==> config.mk <==
export PLATFORM = sky130hd
export DESIGN_NAME = wb_arbiter
export DESIGN_NICKNAME = d
export VERILOG_FILES = /design/src/rtl/wb_pkg.sv /design/src/rtl/wb_arbiter.sv
export SDC_FILE = /design/constraint.sdc
export NUM_CORES = 1
export LEC_CHECK = 0
export ABC_AREA = 1
export CAP_MARGIN = 20
export CORE_AREA = 2 2 85 66
export CTS_CLUSTER_SIZE = 16
export DETAILED_ROUTE_END_ITERATION = 10
export DIE_AREA = 0 0 87 68
export PLACE_DENSITY = 0.81
export SLEW_MARGIN = 20
export SYNTH_ARGS = -nofsm -noshare
export SYNTH_HDL_FRONTEND = slang
export SYNTH_SLANG_ARGS = --single-unit
==> constraint.sdc <==
create_clock -name clk -period 2.1 [get_ports clk]
set_input_delay 0.21 -clock clk [delete_from_list [all_inputs] [get_ports clk]]
set_output_delay 0.21 -clock clk [all_outputs]
set_load 0.01 [all_outputs]
==> src/rtl/wb_pkg.sv <==
// Shared Wishbone constants and arbiter state encoding.
// Latency: n/a (declarations only).
// Backpressure: n/a.
package wb_pkg;

    // Bus widths shared with if_wb.
    localparam int ADR_W = 16;
    localparam int DAT_W = 16;

    // Arbiter state encoding, kept as plain constants for legacy tools.
    typedef logic [1:0] arb_state_t;
    localparam arb_state_t IDLE  = 2'd0;
    localparam arb_state_t GNT_A = 2'd1;
    localparam arb_state_t GNT_B = 2'd2;

    // Round-robin pointer: which master held the bus most recently.
    localparam logic LAST_A = 1'b0;
    localparam logic LAST_B = 1'b1;

endpackage

==> src/rtl/wb_arbiter.sv <==
// Two-master round-robin arbiter in front of one pipelined Wishbone slave.
// Latency: grant one cycle after cyc rises in IDLE; muxing is combinational from state.
// Backpressure: non-granted master always stalled; granted master stalled by slave or outstanding cap.
module wb_arbiter
    import wb_pkg::*;
#(
    parameter int MAX_OUTSTANDING = 4
) (
    input  logic             clk,
    input  logic             reset,
    // requester A (dat_o = write data from A, dat_i = read data to A)
    input  logic             wbm_a_cyc,
    input  logic             wbm_a_stb,
    input  logic             wbm_a_we,
    input  logic [ADR_W-1:0] wbm_a_adr,
    input  logic [DAT_W-1:0] wbm_a_dat_o,
    output logic [DAT_W-1:0] wbm_a_dat_i,
    output logic             wbm_a_ack,
    output logic             wbm_a_stall,
    // requester B
    input  logic             wbm_b_cyc,
    input  logic             wbm_b_stb,
    input  logic             wbm_b_we,
    input  logic [ADR_W-1:0] wbm_b_adr,
    input  logic [DAT_W-1:0] wbm_b_dat_o,
    output logic [DAT_W-1:0] wbm_b_dat_i,
    output logic             wbm_b_ack,
    output logic             wbm_b_stall,
    // shared slave (names from the slave's viewpoint: dat_i = write data, dat_o = read data)
    output logic             wbs_cyc,
    output logic             wbs_stb,
    output logic             wbs_we,
    output logic [ADR_W-1:0] wbs_adr,
    output logic [DAT_W-1:0] wbs_dat_i,
    input  logic [DAT_W-1:0] wbs_dat_o,
    input  logic             wbs_ack,
    input  logic             wbs_stall,
    // status
    output logic             busy,
    output logic [1:0]       gnt,
    output logic             protocol_err
);

    localparam int CW = $clog2(MAX_OUTSTANDING + 1);

    arb_state_t      state;
    arb_state_t      state_nxt;
    logic            last;
    logic            last_nxt;
    logic [CW-1:0]   cnt;
    logic [CW-1:0]   cnt_nxt;
    logic            cap;
    logic            accept;
    logic            release_bus;
    logic            err_set;

    // Registered count, so an ack in the capped cycle only frees a slot next cycle.
    assign cap    = (cnt == CW'(MAX_OUTSTANDING));
    assign accept = wbs_stb & ~wbs_stall;

    assign busy = (state != IDLE);
    assign gnt  = {state == GNT_B, state == GNT_A};

    // Bus mux: steer the granted master to the slave, hold everyone else off.
    always_comb begin
        wbs_cyc     = 1'b0;
        wbs_stb     = 1'b0;
        wbs_we      = 1'b0;
        wbs_adr     = '0;
        wbs_dat_i   = '0;
        wbm_a_ack   = 1'b0;
        wbm_a_stall = 1'b1;
        wbm_b_ack   = 1'b0;
        wbm_b_stall = 1'b1;
        wbm_a_dat_i = wbs_dat_o;
        wbm_b_dat_i = wbs_dat_o;
        case (state)
            GNT_A: begin
                wbs_cyc     = wbm_a_cyc;
                wbs_stb     = wbm_a_stb & ~cap;
                wbs_we      = wbm_a_we;
                wbs_adr     = wbm_a_adr;
                wbs_dat_i   = wbm_a_dat_o;
                wbm_a_ack   = wbs_ack;
                wbm_a_stall = wbs_stall | cap;
            end
            GNT_B: begin
                wbs_cyc     = wbm_b_cyc;
                wbs_stb     = wbm_b_stb & ~cap;
                wbs_we      = wbm_b_we;
                wbs_adr     = wbm_b_adr;
                wbs_dat_i   = wbm_b_dat_o;
                wbm_b_ack   = wbs_ack;
                wbm_b_stall = wbs_stall | cap;
            end
            default: ;
        endcase
    end

    // Next-state, round-robin pointer and outstanding-count logic.
    always_comb begin
        state_nxt   = state;
        last_nxt    = last;
        release_bus = 1'b0;
        case (state)
            IDLE: begin
                if (wbm_a_cyc && wbm_b_cyc)
                    state_nxt = (last == LAST_B) ? GNT_A : GNT_B;
                else if (wbm_a_cyc)
                    state_nxt = GNT_A;
                else if (wbm_b_cyc)
                    state_nxt = GNT_B;
            end
            GNT_A: begin
                if (!wbm_a_cyc) begin
                    release_bus = 1'b1;
                    last_nxt    = LAST_A;
                    state_nxt   = wbm_b_cyc ? GNT_B : IDLE;
                end
            end
            GNT_B: begin
                if (!wbm_b_cyc) begin
                    release_bus = 1'b1;
                    last_nxt    = LAST_B;
                    state_nxt   = wbm_a_cyc ? GNT_A : IDLE;
                end
            end
            default: state_nxt = IDLE;
        endcase

        // Release always wins: leftover transfers are abandoned and flagged.
        cnt_nxt = cnt;
        if (release_bus)
            cnt_nxt = '0;
        else if (accept && !wbs_ack)
            cnt_nxt = cnt + CW'(1);
        else if (!accept && wbs_ack && (cnt != '0))
            cnt_nxt = cnt - CW'(1);

        err_set = (release_bus && (cnt != '0))
                | (wbs_ack && (cnt == '0) && !accept)
                | (wbs_ack && (state == IDLE));
    end

    // State, pointer, counter and sticky error registers with synchronous reset.
    always_ff @(posedge clk) begin
        if (reset) begin
            state        <= IDLE;
            last         <= LAST_B;
            cnt          <= '0;
            protocol_err <= 1'b0;
        end else begin
            state        <= state_nxt;
            last         <= last_nxt;
            cnt          <= cnt_nxt;
            protocol_err <= protocol_err | err_set;
        end
    end

endmodule

Yosys cells after proc, flatten, opt, wreduce, memory -nomap -nowiden:

Index checks and enable logic that the tools add are counted.

* register bits: 7
* output and inout port bits: 75

* add/subtract/negate cells: 2
* eq/ne operators: 6
* multiplexer cells: 26
* bitwise logic cells: 9
* reduce and logical (&&, ||, !) cells: 19

Operator list (count)
* $pmux 16 s2: 2
* $mux 2: 7
* $pmux 1 s2: 5
* $mux 1: 9
* $logic_and 1x1->1: 8
* $mux 3: 2
* $pmux 2 s3: 1
* $reduce_and 3->1: 2
* $reduce_bool 2->1: 3
* $ne 2x2->1 const B: 2
* $ne 4x4->1 const B: 1
* $or 1x1->1: 4
* $add 3x1->3 const B: 1
* $and 1x1->1: 3
* $eq 3x3->1 const B: 1
* $logic_not 3->1: 1
* $reduce_bool 3->1: 1
* $sub 3x1->3 const B: 1
* $eq 2x1->1 const B: 1
* $eq 2x2->1 const B: 1
* $logic_not 1->1: 2
* $logic_not 2->1: 1
* $not 1->1: 2
* $reduce_or 2->1: 1

Depth between registers and ports, before layout:

* depth after elaboration: 10
* gate-level depth with buffers: 13
* gate-level depth less buffers: 12

Least setup slack after synthesis:

Ideal clock, no wire load.

* kind: register to register
* from: reg state[0]
* to: reg cnt[2]
* library setup time: 115 ps
* data arrival time: 1753 ps
* path slack: 232 ps
* cell stages (with the launch flop): 13
* path buffers: 1
* path through: dfxtp_1 > inv_1 > ha_1 > buf_6 > inv_4 > nor2_4 > nor2_4 > nand3_2 > fa_1 > inv_1 > nand2_2 > a21oi_1 > nor2_1

* longest elaborated chain between the ends: 7
* elaborated cells between the ends (all ways): 12
* classes of those cells: eq/ne (2); mux (3); bitwise (1); reduce/logical (6)

RTL lines
* from (decl): RTL line wb_arbiter.sv:46 `arb_state_t state;`
* from (signal assigned): RTL line wb_arbiter.sv:153 `state <= state_nxt;`
* $eq 2x2->1 / $eq 2x1->1 (equally long branches): RTL line wb_arbiter.sv:77, wb_arbiter.sv:105
* $pmux 1 s2: RTL line wb_arbiter.sv:77 `case (state)`
* $and 1x1->1: RTL line wb_arbiter.sv:59 `assign accept = wbs_stb & ~wbs_stall;`
* $logic_not 1->1: RTL line wb_arbiter.sv:137 `else if (!accept && wbs_ack && (cnt != '0))`
* $logic_and 1x1->1 (2 in series): RTL line wb_arbiter.sv:137
* $reduce_bool 2->1 (no source line)
* to (signal assigned): RTL line wb_arbiter.sv:155 `cnt <= cnt_nxt;`
* to (decl): RTL line wb_arbiter.sv:50 `logic [CW-1:0] cnt;`

Several ways; a longest one is shown, not always the timed one.
A chain may end at the register's enable or synchronous reset.

Final worst setup path:

* from: reg state[1]
* to: out gnt[0]

* longest elaborated chain between the ends: 1

RTL lines
* $eq 2x1->1: RTL line wb_arbiter.sv:62 `assign gnt = {state == GNT_B, state == GNT_A};`
* to (decl): RTL line wb_arbiter.sv:40 `output logic [1:0] gnt,`

No other way between the ends.

==> metrics.sh <==
STATUS='finished, final reports clean'
PLACEMENTROWS=23
CTS_TREE='built'
SYNTH_COMMON_CELLS='nand2_1 (83), a21oi_1 (42), buf_4 (34)'
DRTITER0DRC=38
DETAILROUTE.VIA_COUNT=1698
START_KIND='flip-flop'
FMAXACHIEVABLE_MHz=505
REPORTED_MAX_CAP_VIOLATION_COUNT=0
NETLIST-CELL-TYPE-COUNT=26
CP_MAX_FO=20
AVGROUTEDWIREPERCELL_UM=12.1
YOSYSWARNINGCOUNT=0
SYNTH.CELL_AREA_UM2=1330
WIRE_LENGTH_OF_THE_FIRST_GLOBAL_ROUTING_PASS_UM=6980
CTS-ROOT-BUF='clkbuf_8'
POSTSYNTHCELLCOUNT=235
HOLD_BUFFERS=0
GRT_PASS1_VIAS=1618
WORST_HOLD_PATH.NUM_CELLS=0
SYNTH.TOP_CELLS.BY_AREA='nand2_1 (23%), buf_4 (19%), a21oi_1 (16%)'
CTS_SETUP_BUFFERS=0
CTS_INSERTED_BUFFERS=3
WORSTPATHBUFFERINVERTERCOUNT=3
DETAIL-ROUTE-ANTENNA-NETS=0
IOS=165
DPL_WORST_SLACK_NS=0.0569
PLACE.DETAILED.HPWL_UM=3820
DRT-TOTAL-WL_UM=4620
AREA_GROWTH_SYN_TO_LAYOUT_PCT=75.5
FLOORPLAN.INITIALDENSITY_PCT=25.8
CRITICAL-PATH-SLOWEST-CELL='clkdlybuf4s50_1'
MIN_PERIOD_NS=1.98
SYNTHMOSTINSTANTIATEDCELL='nand2_1'
PATH_DELAY_FAMILY='buffers and inverters'
FP.DIEW_UM=87
POSTSYNTH.ASYNCRESETSHARE_PCT=0
TOTAL_LEAKAGE_POWER_nW=1.04
DRC_MARKERS=0
POWER_PER_UNIT_OF_STANDARD_CELL_AREA_nW_PER_UM2=619
TIMING_MAX_TRANSITION_VIOLATIONS_FINAL=0
COUNT_OF_FLIP_FLOPS_WITH_A_BUILT_IN_ENABLE_AFTER_SYNTHESIS=0
SETUP_VIOLATIONS=0
HEIGHT_OF_THE_DIE_UM=68
MAX_SLEW_MARGIN_PCT=80.9
FINALHOLDVIOLATIONS=0
WORST_PIN_SLEW_NS=0.286
POSTPLACECELLAREA_UM2=2320
CLASS_OF_THE_TIGHTEST_HOLD_OR_REMOVAL_CHECK='in2out'
PLACEMENT.IO_BUFFERS=116
DRIVE_GT1_SHARE_PCT=7.86
SYN_NETS=331
CLKLATENCYLATEPIN_NS=0.23
POST-SYNTH-TOP-AREA-CELL='nand2_1'
GLOBALROUTE.TOTALOVERFLOW=0
TIMING.CLOCK.SKEW_NS=0.00158
STDCELL_AREA_UM2=2330
CLKSINKCOUNT=7
DESIGN_POWER_TOTAL_mW=1.45
GRT_START_MAX_NET_PINS=21
DOMINANTREGCELLSYNTH='dfxtp_1'
NUM-NETS-FINAL=415
PERIOD_SHARE_PCT=94.4
YOSYS_REGISTER_BITS=7
FULL_DIE_AREA_UM2=5920
YS_SEQ_AREA_SHARE_PCT=10.5
PLACEABLECOREAREA_UM2=5150
CP.REQUIRED_NS=1.89
UNREPAIRED_SETUP_ENDPOINTS_AFTER_GLOBAL_ROUTING='no'
R2R_CELLS=10
ROUTE.DETAILED.VIAS_PER_INST=4.47
DRT_PRE_ANTENNA_ITERS=4
WORST_SLACK_NS=0.118
POSTSYNTHAREAPERCELL_UM2=5.66
CRIT_PATH_END_KIND='output pin'
MAX-CLOCK-PATH-BUFFERS=2
MAX-VDD-IR-DROP_V=0.000537
DIODES=0
WORST_PATH_CELL_CHAIN='inv_1, ha_1, buf_4, clkdlybuf4s50_1'
CRIT_ARRIVAL_NS=1.77
CP.DEPTH=4
TIMING.HOLD.WS_NS=0.420
TRACK_USAGE_PCT=14.3
H-TREE-DEPTH=1
CRITPATHKIND='reg2out'
NETLIST.AREA_LEADER.SHARE_PCT=23.4
ANTENNA_FOUND_INITIAL=0
WORST_PATH_LARGEST_CELL_DELAY_NS=0.57
GP_CONGESTION=0.915
CLK_TRANSITION_REPORTED_PATHS_NS=0.04
==> worst reg2reg max path, stage by stage, from the launching register on <==
cell and delay [ns]:
dfxtp_2 0.36, inv_1 0.08, ha_1 0.32, o21ai_2 0.09
nor2_4 0.10, nand3_2 0.09, fa_1 0.40, inv_1 0.08
nand2_2 0.06, a21oi_1 0.12, nor2_1 0.06
==> timing repair <==
| action | in CTS | in global routing |
|---|---|---|
| setup endpoints to repair | 35 | 26 |
| gates resized for setup | 35 | 4 |
| pin swaps | 0 | 0 |
==> report_power, final <==
part | total, mW | switching (mW) | internal, mW
Clock | 0.190 | 0.0583 | 0.131
Combinational | 1.03 | 0.566 | 0.469
Sequential | 0.221 | 0.0463 | 0.174
Total | 1.45 | 0.671 | 0.774
==> layer usage <==
| metal | up-vias | wire (um) | part of all wire, % | GRT usage (%) |
|---|---|---|---|---|
| met2 | 96 | 2240 | 49 | 27.7 |
| li1 | 872 | - | - | - |
| met4 | 0 | 14 | 0.30 | 2.93 |
| met1 | 726 | 1850 | 40 | 14.9 |
| met5 | - | 0 | 0 | 0 |
| met3 | 4 | 508 | 11 | 5.19 |
==> cells by family (layout without fill, tap and decap cells) <==
logic type      Yosys count  after routing  synth area share [%]
fa+ha+maj                 6              6                  6.21
flops                     7              7                  10.5
buf+inv                  66            149                  29.0
simple gates            106            106                  34.1
compound gates           50             50                  20.2
==> layout make-up <==
class	count	area (um^2)
Inverter	22	85.1
Multi-Input combinational cell	162	807
Timing Repair Buffer	123	1180
Fill cell	533	2820
Sequential cell	7	143
Tap cell	62	77.6
Clock buffer	4	45.0
==> registers in the layout, indices dropped and copies added, names as in the netlist <==
name and flops:
cnt 3, last 1, protocol_err 1, state 2
==> per-stage QoR <==
step	utilization (%)	std cells	setup TNS, ns
floorplan	-	235	0
global placement	45.1	376	0
detailed placement	45.1	376	0
CTS	45.1	380	-0.143
global route	45.3	380	0
finish	45.3	380	0
==> final timing paths <==
check	from	to	slack, ns
max	state[1]	gnt[0]	0.12
min	wbs_dat_o[9]	wbm_b_dat_i[9]	0.42
max reg2reg	state[1]	cnt[2]	0.24
min reg2reg	last	last	0.48
==> cell usage in the layout, fill, tap and decap left out, types with 2 or more instances in the layout <==
cell             netlist  layout
o22ai_1                2       2
dlygate4sd2_1          0      34
nor2_4                 2       2
clkdlybuf4s50_1        0      81
buf_4                 34       6
clkbuf_8               0       3
nand2_1               83      83
a21oi_1               42      42
dfxtp_1                7       5
inv_1                 19      19
o21ai_0                3       3
nand3_1                6       6
dfxtp_2                0       2
nor2_1                 8       8
nand2_2                3       3
ha_1                   5       4
(Power assumes the default switching activity.)
